<file path="config.mk">
export PLATFORM = sky130hd
export DESIGN_NAME = ltm_video_out
export DESIGN_NICKNAME = d
export VERILOG_FILES = /design/src/rtl/ltm_video_out.sv
export SDC_FILE = /design/constraint.sdc
export NUM_CORES = 1
export LEC_CHECK = 0
export ABC_CLOCK_PERIOD_IN_PS = 5360
export CORE_MARGIN = 2
export CORE_UTILIZATION = 34
export DETAILED_ROUTE_END_ITERATION = 10
export SYNTH_ARGS = -nofsm -noshare
export SYNTH_HDL_FRONTEND = slang
export SYNTH_SLANG_ARGS = --single-unit
</file>
<file path="constraint.sdc">
create_clock -name clk_clk -period 5.36 [get_ports clk_clk]
set_input_delay 1.072 -clock clk_clk [delete_from_list [all_inputs] [get_ports clk_clk]]
set_output_delay 1.072 -clock clk_clk [all_outputs]
set_load 0.02 [all_outputs]
</file>
<file path="src/rtl/ltm_video_out.sv">
// Clocked-video output for the LTM panel: buffers an Avalon-ST pixel stream,
// generates programmable H/V timing and locks the stream to frame boundaries.
module ltm_video_out #(
    parameter int DATA_W       = 24,
    parameter int H_ACTIVE     = 800,
    parameter int H_FP         = 40,
    parameter int H_SYNC       = 128,
    parameter int H_BP         = 88,
    parameter int V_ACTIVE     = 480,
    parameter int V_FP         = 13,
    parameter int V_SYNC       = 3,
    parameter int V_BP         = 29,
    parameter int FIFO_DEPTH   = 16,
    parameter int SYNC_ACT_LOW = 1
) (
    input  logic              clk_clk,
    input  logic              reset_reset_n,
    input  logic              enable,
    input  logic [DATA_W-1:0] in_data,
    input  logic              in_valid,
    output logic              in_ready,
    input  logic              in_sop,
    input  logic              in_eop,
    output logic [DATA_W-1:0] vid_data,
    output logic              vid_datavalid,
    output logic              vid_h_sync,
    output logic              vid_v_sync,
    output logic              vid_f,
    output logic              vid_h,
    output logic              vid_v,
    output logic              underflow,
    output logic              locked
);

    localparam int H_TOTAL = H_ACTIVE + H_FP + H_SYNC + H_BP;
    localparam int V_TOTAL = V_ACTIVE + V_FP + V_SYNC + V_BP;
    localparam int HW      = $clog2(H_TOTAL);
    localparam int VW      = $clog2(V_TOTAL);
    localparam int AW      = $clog2(FIFO_DEPTH);
    localparam int FW      = DATA_W + 2;

    localparam logic [HW-1:0] H_LAST     = HW'(H_TOTAL - 1);
    localparam logic [HW-1:0] H_ACT      = HW'(H_ACTIVE);
    localparam logic [HW-1:0] H_ACT_LAST = HW'(H_ACTIVE - 1);
    localparam logic [HW-1:0] HS_START   = HW'(H_ACTIVE + H_FP);
    localparam logic [HW-1:0] HS_END     = HW'(H_ACTIVE + H_FP + H_SYNC);
    localparam logic [VW-1:0] V_LAST     = VW'(V_TOTAL - 1);
    localparam logic [VW-1:0] V_ACT      = VW'(V_ACTIVE);
    localparam logic [VW-1:0] V_ACT_LAST = VW'(V_ACTIVE - 1);
    localparam logic [VW-1:0] VS_START   = VW'(V_ACTIVE + V_FP);
    localparam logic [VW-1:0] VS_END     = VW'(V_ACTIVE + V_FP + V_SYNC);
    localparam logic [AW:0]   FULL_CNT   = (AW+1)'(FIFO_DEPTH);
    localparam logic          SYNC_IDLE  = (SYNC_ACT_LOW != 0);

    typedef enum logic [1:0] {ST_DISABLED, ST_WAIT_SOP, ST_RUN} state_t;

    state_t            state_q, state_d;
    logic [HW-1:0]     h_cnt_q, h_cnt_d;
    logic [VW-1:0]     v_cnt_q, v_cnt_d;
    logic [FW-1:0]     mem_q [FIFO_DEPTH];
    logic [AW-1:0]     wr_ptr_q, wr_ptr_d, rd_ptr_q, rd_ptr_d;
    logic [AW:0]       count_q, count_d;
    logic              in_ready_q, in_ready_d;
    logic              stop_q, stop_d, bad_q, bad_d;
    logic              uf_evt_q, uf_evt_d, underflow_q, underflow_d;
    logic [DATA_W-1:0] vid_data_q, vid_data_d;
    logic              vid_dv_q, vid_dv_d, vid_hs_q, vid_hs_d, vid_vs_q, vid_vs_d;
    logic              vid_h_q, vid_h_d, vid_v_q, vid_v_d;

    logic [FW-1:0]     head;
    logic              head_sop, head_eop, fifo_empty, push, pop, flush;
    logic              h_wrap, frame_end, active, at_origin, last_px, idle, hs_act, vs_act;

    // Pixel word layout in the FIFO: {sop, eop, data}.
    always_ff @(posedge clk_clk) begin
        if (push) mem_q[wr_ptr_q] <= {in_sop, in_eop, in_data};
    end

    always_comb begin
        head       = mem_q[rd_ptr_q];
        head_sop   = head[DATA_W+1];
        head_eop   = head[DATA_W];
        fifo_empty = (count_q == '0);
        push       = in_valid && in_ready_q;
        h_wrap     = (h_cnt_q == H_LAST);
        frame_end  = h_wrap && (v_cnt_q == V_LAST);
        active     = (h_cnt_q < H_ACT) && (v_cnt_q < V_ACT);
        at_origin  = (h_cnt_q == '0) && (v_cnt_q == '0);
        last_px    = (h_cnt_q == H_ACT_LAST) && (v_cnt_q == V_ACT_LAST);
        idle       = (state_q == ST_DISABLED);
        hs_act     = (h_cnt_q >= HS_START) && (h_cnt_q < HS_END);
        vs_act     = (v_cnt_q >= VS_START) && (v_cnt_q < VS_END);

        state_d    = state_q;
        stop_d     = stop_q;
        bad_d      = bad_q;
        uf_evt_d   = 1'b0;
        pop        = 1'b0;
        flush      = 1'b0;
        vid_data_d = '0;

        case (state_q)
            ST_DISABLED: begin
                if (enable) state_d = ST_WAIT_SOP;
            end
            ST_WAIT_SOP: begin
                pop = !fifo_empty && !head_sop;
                if (frame_end && !fifo_empty && head_sop) state_d = ST_RUN;
            end
            ST_RUN: begin
                // After a framing error the rest of the frame is left in the
                // FIFO; WAIT_SOP discards it while hunting for the next sop.
                if (active && !stop_q) begin
                    if (fifo_empty) begin
                        uf_evt_d = 1'b1;
                        bad_d    = 1'b1;
                    end else begin
                        pop        = 1'b1;
                        vid_data_d = head[DATA_W-1:0];
                        if ((at_origin && !head_sop) || (head_eop != last_px)) begin
                            uf_evt_d = 1'b1;
                            bad_d    = 1'b1;
                            stop_d   = 1'b1;
                        end
                    end
                end
                if (frame_end) begin
                    stop_d  = 1'b0;
                    bad_d   = 1'b0;
                    state_d = (bad_q || uf_evt_d) ? ST_WAIT_SOP : ST_RUN;
                end
            end
            default: state_d = ST_DISABLED;
        endcase

        if (frame_end && !enable && !idle) begin
            state_d = ST_DISABLED;
            flush   = 1'b1;
            pop     = 1'b0;
        end

        wr_ptr_d = wr_ptr_q;
        rd_ptr_d = rd_ptr_q;
        count_d  = count_q;
        if (push) wr_ptr_d = wr_ptr_q + 1'b1;
        if (pop)  rd_ptr_d = rd_ptr_q + 1'b1;
        if (push && !pop) count_d = count_q + 1'b1;
        if (pop && !push) count_d = count_q - 1'b1;
        if (flush) begin
            wr_ptr_d = '0;
            rd_ptr_d = '0;
            count_d  = '0;
        end
        in_ready_d = (count_d != FULL_CNT);

        h_cnt_d = '0;
        v_cnt_d = '0;
        if (!idle) begin
            h_cnt_d = h_wrap ? '0 : h_cnt_q + 1'b1;
            v_cnt_d = v_cnt_q;
            if (h_wrap) v_cnt_d = (v_cnt_q == V_LAST) ? '0 : v_cnt_q + 1'b1;
        end

        // Entering or staying in RUN at a frame boundary means the last frame was clean.
        underflow_d = underflow_q || uf_evt_q;
        if (frame_end && state_d == ST_RUN) underflow_d = 1'b0;

        vid_dv_d = !idle && active;
        vid_h_d  = idle || (h_cnt_q >= H_ACT);
        vid_v_d  = idle || (v_cnt_q >= V_ACT);
        vid_hs_d = (!idle && hs_act) ? !SYNC_IDLE : SYNC_IDLE;
        vid_vs_d = (!idle && vs_act) ? !SYNC_IDLE : SYNC_IDLE;
    end

    always_ff @(posedge clk_clk or negedge reset_reset_n) begin
        if (!reset_reset_n) begin
            state_q     <= ST_DISABLED;
            h_cnt_q     <= '0;
            v_cnt_q     <= '0;
            wr_ptr_q    <= '0;
            rd_ptr_q    <= '0;
            count_q     <= '0;
            in_ready_q  <= 1'b0;
            stop_q      <= 1'b0;
            bad_q       <= 1'b0;
            uf_evt_q    <= 1'b0;
            underflow_q <= 1'b0;
            vid_data_q  <= '0;
            vid_dv_q    <= 1'b0;
            vid_hs_q    <= SYNC_IDLE;
            vid_vs_q    <= SYNC_IDLE;
            vid_h_q     <= 1'b1;
            vid_v_q     <= 1'b1;
        end else begin
            state_q     <= state_d;
            h_cnt_q     <= h_cnt_d;
            v_cnt_q     <= v_cnt_d;
            wr_ptr_q    <= wr_ptr_d;
            rd_ptr_q    <= rd_ptr_d;
            count_q     <= count_d;
            in_ready_q  <= in_ready_d;
            stop_q      <= stop_d;
            bad_q       <= bad_d;
            uf_evt_q    <= uf_evt_d;
            underflow_q <= underflow_d;
            vid_data_q  <= vid_data_d;
            vid_dv_q    <= vid_dv_d;
            vid_hs_q    <= vid_hs_d;
            vid_vs_q    <= vid_vs_d;
            vid_h_q     <= vid_h_d;
            vid_v_q     <= vid_v_d;
        end
    end

    assign in_ready      = in_ready_q;
    assign vid_data      = vid_data_q;
    assign vid_datavalid = vid_dv_q;
    assign vid_h_sync    = vid_hs_q;
    assign vid_v_sync    = vid_vs_q;
    assign vid_f         = 1'b0;
    assign vid_h         = vid_h_q;
    assign vid_v         = vid_v_q;
    assign underflow     = underflow_q;
    assign locked        = (state_q == ST_RUN);

endmodule
</file>
==> summary.txt, run 1 <==
Outcome
  – Status: completed

Critical path
  – Worst R2R Start: rd_ptr_q[3]
  – Startpoint class of the critical path: register
  – CP max stage delay: 980 ps
  – CP max-delay cell: dfrtp_2
  – Crit end category: register
  – CP cell instances: mux4_2 -> mux4_2 -> a2bb2oi_1 -> or4_4 -> and4_4 -> or2_1
  – Cells on worst reg2reg path: 6
  – CP required: 5830 ps
  – Worst reg2reg path endpoint: count_q[4]
  – Worst R2R Setup Slack: 2100 ps
  – Crit path kind: reg2reg
  – Critical Path Most Common Cell: mux4_2
  – Arrival time at the worst endpoint: 3730 ps
  – CP max FO: 30

Logic synthesis
  – Warnings from Yosys: 0
  – Gate Count Post-Synth: 957
  – Yosys cell types: 63
  – Dominant cells by area after synthesis: edfxtp_1, mux4_2, dfrtp_1, and3_1, ha_1
  – Ys async rst share: 14.4%
  – Synthesized cell area: 0.0192 mm^2
  – Main synth FF type: edfxtp_1
  – Syn Nets: 1005
  – Area share of the largest cell type after synthesis: 65.0%
  – Yosys reg bits: 486
  – Post-synth EDFFs: 416
  – Area leader, netlist: edfxtp_1
  – Syn Area/Cell: 20.1 um^2
  – Seq/Total Area, Yosys: 74.1%

Clock network
  – Clock slew at reported path FFs: 60 ps
  – Root buffer cell: clkbuf_16
  – Total CTS buffers: 49
  – CTS tree: built
  – Clock Sink Count: 486
  – Postcts setup bufs: 0
  – Worst-Skew Late Latency: 590 ps
  – # H-tree levels: 2
  – # hold bufs at CTS: 0
  – CTS Buffer Depth: 3
  – Post_cts resized: 0

Min path
  – Hold_sp: h_cnt_q[0]
  – Worst hold path depth: 1
  – Min-Delay Endpoint: h_cnt_q[0]
  – Worst hold path class: reg2reg

Routing
  – Post-route ant nets: 0
  – Remaining DRCs: 0
  – Via count: 9175
  – Vias per cell: 5.03
  – DR WL/cell: 21.7 um
  – Initial drt markers: 815
  – Drt total wl: 39.5 mm
  – TritonRoute pass-1 iters: 5

Pwr
  – P per Cell Area: 485 mW/mm^2
  – Static Leak: 7.38 nW
  – Max IR drop VDD: 302 uV

Global routing
  – Global-route wire length before repair: 60.5 mm
  – Vias in the first global route: 9659
  – Gr ovfl total: 0
  – Initial antenna violation count: 2
  – Largest net degree at the start of global routing: 70
  – All-Layer GR Usage: 13.6%

STA
  – Post-route minimum period: 3260 ps
  – Clk_skew: 22.5 ps
  – Final worst path period share: 60.8%
  – Fin Setup TNS: 0 ps
  – RSZ-0062 raised after global routing: false
  – Worst-Margin Slew: 945 ps
  – Hold_ws: 489 ps
  – Maximum clock frequency: 0.307 GHz
  – Final hold vios: 0
  – Slew headroom: 37.0%
  – Pins Over Slew Limit: 0
  – # setup viols final: 0

Job
  – Max-Cap Viols: 0

Floorplanning
  – Core Area: 0.0562 mm^2
  – Die area: 0.0584 mm^2
  – Initial core utilization: 34.2%
  – Row count: 87
  – Die height: 242 um
  – Die Width: 242 um
  – I/O pins: 63

Finish
  – Nets@finish: 1075
  – Final core area utilization: 39.7%
  – Layout cells sized above 1: 22.5%
  – Most frequent cells in the layout: edfxtp_1, mux4_2, dfrtp_1
  – Diode count: 0
  – Area grow syn2layout: 16.0%
  – Most common cell after layout, fill and taps aside: edfxtp_1

Placed design
  – PortBufs: 61
  – DP HPWL: 22.3 mm
  – Placer Congestion: 0.801
[metal layers]
layer  wire (um)  share of wire [%]  track usage [%]
met1       17800                 45             18.9
met2       19100                 48             22.0
met3        1960                5.0             2.53
met4         706                1.8             3.83
met5          23              0.058                0
[cell usage after synthesis (11+ instances only)]
cell type	number
dfrtp_1	66
nand2_1	31
nor2_1	37
nor3_1	15
and3_1	36
ha_1	18
inv_1	12
o21ai_0	11
nand3_1	18
clkbuf_1	34
and2_1	14
mux4_2	130
edfxtp_1	416
[per-stage QoR]
stage	worst slack, ps	std cells	total power [mW]	instance area (um^2)
after floorplan	2500	957	6.78	19200
after global placement	2100	1732	7.50	20700
after detailed placement	1980	1732	7.55	20700
after CTS	2100	1824	11.0	22300
after global routing	1900	1824	11.3	22300
final	2100	1824	10.8	22300
[report_power, final]
part | internal, mW | switching, mW | total [mW]
Clock | 1.97 | 1.44 | 3.41
Sequential | 4.53 | 0.290 | 4.82
Combinational | 1.33 | 1.26 | 2.59
[worst max-delay path by stage]
stage,startpoint,endpoint,cells after the start,slack [ps]
after global placement,in_valid,mem_q[8][17],4,2100
after global routing,count_q[0],in_ready,9,1900
final,rd_ptr_q[3],count_q[4],6,2100
after floorplan,state_q[0],count_q[4],8,2500
after detailed placement,in_valid,mem_q[0][17],4,1980
after CTS,rd_ptr_q[3],count_q[4],6,2100
[sequential cells by signal, indices dropped and copies added (netlist names), 2 cells and up]
signal and cells:
v_cnt_q 10, vid_data 24, mem_q 416, rd_ptr_q 4
count_q 5, state_q 2, h_cnt_q 11, wr_ptr_q 4
[cell type report]
cell class	count	area (um^2)
Multi-Input combinational cell	410	4740
Inverter	12	45.0
Sequential cell	486	14300
Tap cell	756	946
Fill cell	5074	33900
Clock buffer	80	1450
Clock inverter	12	174
Timing Repair Buffer	68	673
[logic make-up after synthesis]
| family | after synthesis | share of synthesized area (%) |
|---|---|---|
| multiplexers | 131 | 15.3 |
| buffers and inverters | 61 | 1.27 |
| other | 1 | 0.0195 |
| AND/OR/NAND/NOR | 189 | 5.35 |
| adder cells (fa/ha/maj) | 18 | 1.17 |
| flip-flops | 486 | 74.1 |
| XOR/XNOR | 17 | 0.775 |
| AO/OA/AOI/OAI | 54 | 1.99 |
[worst max-delay path, delay by kind of cell (launching register included)]
| kind | cells | cell delay [ps] |
|---|---|---|
| AOI/OAI and AO/OA | 1 | 240 |
| DFF | 1 | 980 |
| muxes | 2 | 960 |
| and+or+nand+nor | 3 | 940 |
Power figures use the tool's default switching activity.
==> inputs of run 2 (changes only) <==
Settings changed: ABC_CLOCK_PERIOD_IN_PS 5360 to 2700.
Clock period 5.36 ns to 2.7 ns, I/O delays scaled along.
==> run 2 against run 1 <==
Flip-flop and latch count did not move; sequential power rose by 92%; non-clock buffer count is 71 higher; power is 100% higher; critical path depth stayed put; clock power rose by 94%; wire length rose by 10%; clock skew is 17 ps higher; die area did not move; register-to-register slack worse by 2100 ps; count of clock-buffer cells in the layout fell by 16; final cell count up 4.1%; largest power group unchanged; highest routed layer unchanged.
==> summary.txt, run 2 (synthesis results as in run 1) <==
Routing
  – DR WL/cell: 22.9 um
  – TritonRoute pass-1 iters: 6
  – Remaining DRCs: 0
  – Drt total wl: 43.5 mm
  – Post-route ant nets: 0
  – Initial drt markers: 742
  – Vias per cell: 5.11
  – Via count: 9701

Finish
  – Most common cell after layout, fill and taps aside: edfxtp_1
  – Filler-free cell count of the finished design: 1898
  – Nets@finish: 1148
  – Most frequent cells in the layout: edfxtp_1, mux4_2, dfrtp_1
  – Area grow syn2layout: 20.2%
  – Top reg by flops: mem_q
  – Max reg flops: 416
  – Layout cells sized above 1: 27.8%
  – # fillers: 4954

Pwr
  – Max IR drop VDD: 493 uV
  – Static Leak: 7.82 nW
  – P per Cell Area: 950 mW/mm^2
  – Power Total: 21.9 mW

Global routing
  – Gr ovfl total: 0
  – All-Layer GR Usage: 15.0%
  – Largest net degree at the start of global routing: 61
  – Global-route wire length before repair: 65.0 mm
  – Initial antenna violation count: 4
  – Vias in the first global route: 10.0k

Floorplanning
  – Core Area: 0.0562 mm^2
  – Initial core utilization: 34.2%
  – I/O pins: 63
  – Row count: 87
  – Die area: 0.0584 mm^2
  – Die Width: 242 um
  – Die height: 242 um

Critical path
  – CP max FO: 6
  – Critical Path Most Common Cell: mux4_2
  – Crit end category: register
  – CP max stage delay: 520 ps
  – CP cell instances: mux4_2 -> mux4_2 -> a2bb2oi_2 -> or4_4 -> and4_4 -> or2_1
  – Worst path top cell family by delay: multiplexers
  – Crit path kind: reg2reg
  – Crit path buffers/inverters: 0
  – CP max-delay cell: mux4_2
  – Startpoint class of the critical path: register
  – CP required: 3160 ps
  – Arrival time at the worst endpoint: 3110 ps

Placed design
  – DP HPWL: 24.8 mm
  – PortBufs: 61
  – Dpl ws: -18.2 ps
  – Post-Place Cells: 1799
  – Placer Congestion: 0.823

STA
  – Post-route minimum period: 2650 ps
  – RSZ-0062 raised after global routing: true
  – Fin Setup TNS: 0 ps
  – Final WS setup: 46.5 ps
  – # setup viols final: 0
  – Final worst path period share: 98.3%
  – Final hold vios: 0
  – Maximum clock frequency: 0.377 GHz
  – Worst-Margin Slew: 916 ps
  – Clk_skew: 40.0 ps
  – Pins Over Slew Limit: 0
  – Slew headroom: 38.9%

Clock network
  – CTS Buffer Depth: 3
  – Clock Sink Count: 486
  – # H-tree levels: 2
  – Worst-Skew Late Latency: 600 ps
  – Clock slew at reported path FFs: 60 ps
  – CTS tree: built
  – Total CTS buffers: 51
  – Root buffer cell: clkbuf_16

Outcome
  – Status: completed

Job
  – Max-Cap Viols: 0

Min path
  – Worst hold path class: reg2reg
run 2: cell types whose count changed in the layout (fill, tap and decap cells not counted), moves of 2 or more:
cell and delta:
buf_12 +21, buf_4 +47, clkbuf_1 -9, clkbuf_16 +3, clkbuf_8 -10, clkinv_1 +7, clkinv_2 +11, clkinv_4 +2
inv_6 -2
run 2: path summary, 6_finish.rpt:
path                                from      endpoint  slack [ps]  depth (start not counted)
max                          rd_ptr_q[1]    count_q[4]          50                          6
min                           h_cnt_q[0]    h_cnt_q[0]         490                          1
max reg2reg                  rd_ptr_q[1]    count_q[4]          50                          6
min reg2reg                   h_cnt_q[0]    h_cnt_q[0]         490                          1
max in group asynchronous  reset_reset_n   wr_ptr_q[0]        1410                          3
min in group asynchronous  reset_reset_n  vid_data[12]         550                          2
run 2: area by class of cell:
| cell class | instances | area [um^2] | area share (%) |
|---|---|---|---|
| inverter | 12 | 45.0 | 0.195 |
| timing repair buffer | 139 | 1470 | 6.37 |
| clock inverter | 30 | 241 | 1.05 |
| antenna | 1 | 2.50 | 0.0108 |
| sequential | 486 | 14300 | 61.7 |
| multi-input combinational | 410 | 4780 | 20.7 |
| clock buffer | 64 | 1360 | 5.87 |
| tap | 756 | 946 | 4.09 |
run 2: stage by stage:
stage	utilization, %	hold slack, ps	instance area [um^2]
global placement	38.2	486	21500
detailed placement	38.2	485	21500
floorplan	-	244	19300
global route	41.1	518	23100
finish	41.1	492	23100
CTS	41.1	496	23100
run 2: what timing repair did:
| action | in CTS | in global routing |
|---|---|---|
| resized for setup | 0 | 3 |
| endpoints found under the setup margin | 2 | 2 |
| hold buffers | 1 | 0 |
| hold endpoints to repair | 5 | 0 |
| pin swaps | 3 | 2 |
| gates cloned | 0 | 1 |
| setup buffers | 1 | 1 |
run 2: metal layers:
layer / global-route usage [%] / wire (um) / vias up
met4: 4.72 / 1060 / 4
met2: 25.0 / 21800 / 257
met5: 0 / 24 / -
met3: 2.49 / 2350 / 67
li1: - / - / 4213
met1: 20.0 / 18300 / 5160
run 2: report_power, final:
group / internal [mW] / switching [mW] / total, mW
combinational: 3.11 / 2.94 / 6.05
clock: 3.77 / 2.86 / 6.62
sequential: 8.98 / 0.288 / 9.27
total: 15.9 / 6.09 / 21.9
==> inputs of run 3 (changes only) <==
Settings changed: RECOVER_POWER set to 100.
==> run 3 against run 2 <==
Fmax is essentially flat; first-iteration DRC count grew 3.8%; clock skew shrank 0.94 ps; die area is the same; count of clock-buffer cells in the layout is the same; clock power is essentially flat; wire length is essentially flat; flip-flop and latch count is the same; critical path depth is the same; design area shrank 0.12%; non-clock buffer count is the same; final cell count is essentially flat.
==> summary.txt, run 3 (synthesis results as in run 1) <==
Finish
  – Layout cells sized above 1: 27.4%
  – Filler-free cell count of the finished design: 1899
  – Post-route cell area: 0.0231 mm^2
  – Max reg flops: 416
  – Nets@finish: 1148
  – Top reg by flops: mem_q
  – Area grow syn2layout: 20.1%
  – Final core area utilization: 41.1%
  – Most common cell after layout, fill and taps aside: edfxtp_1
  – Most frequent cells in the layout: edfxtp_1, mux4_2, dfrtp_1

Floorplanning
  – Row count: 87
  – Initial core utilization: 34.2%
  – Die area: 0.0584 mm^2
  – Core Area: 0.0562 mm^2
  – Die height: 242 um
  – Die Width: 242 um
  – I/O pins: 63

Routing
  – Via count: 9706
  – Highest Signal Layer: met5
  – Met3 routed WL: 2.35 mm
  – DR WL/cell: 23.0 um
  – Wl on met1: 18.3 mm
  – TritonRoute pass-1 iters: 7
  – Post-route ant nets: 0
  – Vias per cell: 5.11
  – Initial drt markers: 770
  – Remaining DRCs: 0
  – Drt total wl: 43.6 mm
  – Met2 wire len: 21.8 mm

Global routing
  – Initial antenna violation count: 7
  – All-Layer GR Usage: 15.0%
  – Vias in the first global route: 10.0k
  – Global-route wire length before repair: 65.0 mm
  – Largest net degree at the start of global routing: 61
  – Gr ovfl total: 0

Critical path
  – CP cell instances: mux4_2 -> mux4_2 -> a2bb2oi_2 -> or4_4 -> and4_4 -> or2_1
  – Crit path depth: 6
  – Worst R2R Start: rd_ptr_q[1]
  – Startpoint class of the critical path: register
  – Cells on worst reg2reg path: 6
  – Crit path buffers/inverters: 0
  – Worst path top cell family by delay: multiplexers
  – Crit path kind: reg2reg
  – Crit path launch: rd_ptr_q[1]
  – CP max-delay cell: mux4_2
  – Worst reg2reg path endpoint: count_q[4]
  – Worst Setup EP: count_q[4]
  – CP required: 3160 ps
  – CP max stage delay: 520 ps
  – Worst R2R Setup Slack: 50 ps
  – Critical Path Most Common Cell: mux4_2
  – CP max FO: 6
  – Crit end category: register
  – Arrival time at the worst endpoint: 3110 ps

STA
  – Slew headroom: 6.28%
  – Maximum clock frequency: 0.377 GHz
  – Final hold vios: 0
  – Final worst path period share: 98.3%
  – Worst-Margin Slew: 1410 ps
  – Final WS setup: 45.1 ps
  – # setup viols final: 0
  – Pins Over Slew Limit: 0
  – Post-route minimum period: 2650 ps
  – RSZ-0062 raised after global routing: true
  – Clk_skew: 39.1 ps

Pwr
  – Static Leak: 7.81 nW
  – P per Cell Area: 950 mW/mm^2
  – Psw: 6.10 mW
  – Logic pwr share: 27.5%
  – Sw frac: 27.8%
  – Max IR drop VDD: 495 uV
  – Power share of the sequential group: 42.3%
  – Clock share of power: 30.2%
  – Power Total: 21.9 mW
  – Power Internal: 15.8 mW

Min path
  – Worst hold path depth: 1
  – Worst hold path class: reg2reg

Clock network
  – Clock slew at reported path FFs: 60 ps
  – CTS tree: built
  – Root buffer cell: clkbuf_16
  – Clock Sink Count: 486
  – Worst-Skew Late Latency: 600 ps
  – Total CTS buffers: 51
  – CTS Buffer Depth: 3
  – # H-tree levels: 2

Job
  – Max-Cap Viols: 0

Placed design
  – PortBufs: 61
  – Placed inst area: 0.0215 mm^2
  – Post-Place Cells: 1799
  – Placer Congestion: 0.823
  – DP HPWL: 24.8 mm
  – Dpl ws: -18.2 ps

Outcome
  – Status: completed
run 3: worst min-delay path by stage:
stage,startpoint,to,slack [ps]
2_1_floorplan,reset_reset_n,bad_q,240
3_5_place_dp,h_cnt_q[0],h_cnt_q[0],480
5_1_grt,h_cnt_q[0],h_cnt_q[0],520
6_report,h_cnt_q[0],h_cnt_q[0],490
3_3_place_gp,h_cnt_q[0],h_cnt_q[0],490
4_1_cts,h_cnt_q[0],h_cnt_q[0],500
run 3: what timing repair did:
action,4_1_cts,5_1_grt
hold endpoints to repair,5,0
buffers inserted,1,1
pin swaps,3,2
gates cloned,0,1
gates resized for setup,0,3
setup endpoints to repair,2,2
hold buffers,1,0
run 3: area by class of cell:
cell class	instances	area (um^2)
timing repair buffer	139	1440
clock inverter	30	241
fill	4962	33100
clock buffer	64	1360
sequential	486	14300
antenna	2	5.00
tap	756	946
inverter	12	45.0
multi-input combinational	410	4780
run 3: power by group through the flow:
stage | Sequential (mW) | Clock (mW) | Combinational, mW
floorplan | 9.34 | 0 | 4.17
global placement | 9.40 | 0 | 6.07
detailed placement | 9.42 | 0 | 6.10
CTS | 9.27 | 6.83 | 6.13
global route | 9.34 | 7.10 | 6.51
finish | 9.27 | 6.63 | 6.04
run 3: metal layers:
| layer | track usage, % | up-vias |
|---|---|---|
| met3 | 2.49 | 68 |
| met4 | 4.72 | 4 |
| met2 | 25.0 | 267 |
| met5 | 0 | - |
| li1 | - | 4206 |
| met1 | 20.0 | 5161 |
run 3: stage by stage:
stage / TNS (ps) / hold slack, ps
after floorplan: 0 / 244
final: 0 / 492
after global placement: -35.6 / 486
after global routing: -132 / 518
after CTS: 0 / 496
after detailed placement: -32.9 / 485
==> variant: new RTL, config.mk and constraints of run 2 <==
Re-encode `state_t` (3 states) as one-hot, 3 bits wide.
--- a/src/rtl/ltm_video_out.sv
+++ b/src/rtl/ltm_video_out.sv
@@ -53,5 +53,5 @@
     localparam logic          SYNC_IDLE  = (SYNC_ACT_LOW != 0);
 
-    typedef enum logic [1:0] {ST_DISABLED, ST_WAIT_SOP, ST_RUN} state_t;
+    typedef enum logic [2:0] {ST_DISABLED = 3'b001, ST_WAIT_SOP = 3'b010, ST_RUN = 3'b100} state_t;
 
     state_t            state_q, state_d;
Check against the original RTL: same outputs for any inputs over 4 cycles, from zero or initial values and one cycle with reset_reset_n low; so few cycles prove little.
==> variant against run 2 <==
The run now ends with setup timing left. Sequential cell count up 1. Wire length down 0.69%. Sequential power about the same. Synthesized area up 0.24%. Clock skew down 0.018 ns. Global-route usage down 0.12 points. Worst setup slack worse by 0.23 ns. Power up 1.4%. Design area up 1.3%.
==> variant: results (changes against run 2) <==
place_area_um2: 21600  # +0.92%
critical_path_peak_fanout: 4  # -2
wirelength_um: 43200  # -0.69%
total_power_mw: 22.3  # +1.4%
finalSetupViolCount: 1  # +1
seq_share_pct: 61.0  # -0.68 points
synth_compound_area_share_pct: 3.44  # +1.5 points
pre_cts_ws_ns: -0.213  # -0.194 ns
cts_made_buffers: 52  # +2.0%
crit_path_start: "rd_ptr_q[0]"
async_reset_ff_share_pct: 14.6  # +0.18 points
clk_share_pct: 7.25  # +0.33 points
grt_use_total_pct: 14.8  # -0.12 points
seq_area_frac_synth_pct: 74.1  # about the same
fin_area_um2: 23400  # +1.3%
multiInputGateArea_um2: 4800  # +0.29%
synth_xor_area_share_pct: 1.14  # +0.36 points
outcome: "finished, violations left"
via_count: 10100  # +3.7%
fin_ws_ns: -0.188  # -0.234 ns
worstMarginPinSlew_ns: 0.781  # -0.135 ns
place_hpwl_um: 26100  # +5.2%
fill_cells: 5036  # +1.7%
grt_pass1_vias: 10500  # +5.3%
synth-adder-area-share_pct: 0.909  # -0.26 points
drive_gt1_share_pct: 25.3  # -2.5 points
ys_types: 59  # -6.3%
antenna_found_initial: 2  # -2
synth_mux_area_share_pct: 13.9  # -1.4 points
violations: "setup timing"
globalplace.congestion: 0.811  # -1.5%
num_antenna_cells: 0  # -1
switching_share_pct: 28.6  # +0.85 points
netlist_top_cells_count: "edfxtp_1 (416), mux4_2 (92), dfrtp_1 (66), mux2i_1 (50), nor2_1 (48)"
tns_ns: -0.188  # -0.188 ns
crit_end: "in_ready"
## variant: changes by cell type after synthesis, moves of 7 or more
cell and change:
nand3_1 -7, nor2b_1 +13, o21ai_0 +10, nor3_1 -7
a22oi_1 +12, mux2i_1 +49, mux4_2 -38, and3_1 -26
mux2_2 +7, nor2_1 +11, a221oi_1 +12, a21oi_1 +23
nand2_1 +11
## variant: per-layer routing
metal  track usage [%]  part of all wire, %  vias to the layer above
met5                 0                0.049                        -
met4              4.67                  2.1                        4
met3              2.85                  5.0                       58
met2              24.5                   49                      232
met1              19.9                   44                     5290
li1                  -                    -                     4474
## variant: timing repair
| item | CTS | global route |
|---|---|---|
| endpoints found under the setup margin | 2 | 6 |
| buffers inserted | 1 | 0 |
| pin swaps | 1 | 5 |
| gates resized for setup | 3 | 10 |
| hold buffers | 1 | 0 |
| cloned | 0 | 0 |
| hold endpoints to repair | 38 | 0 |
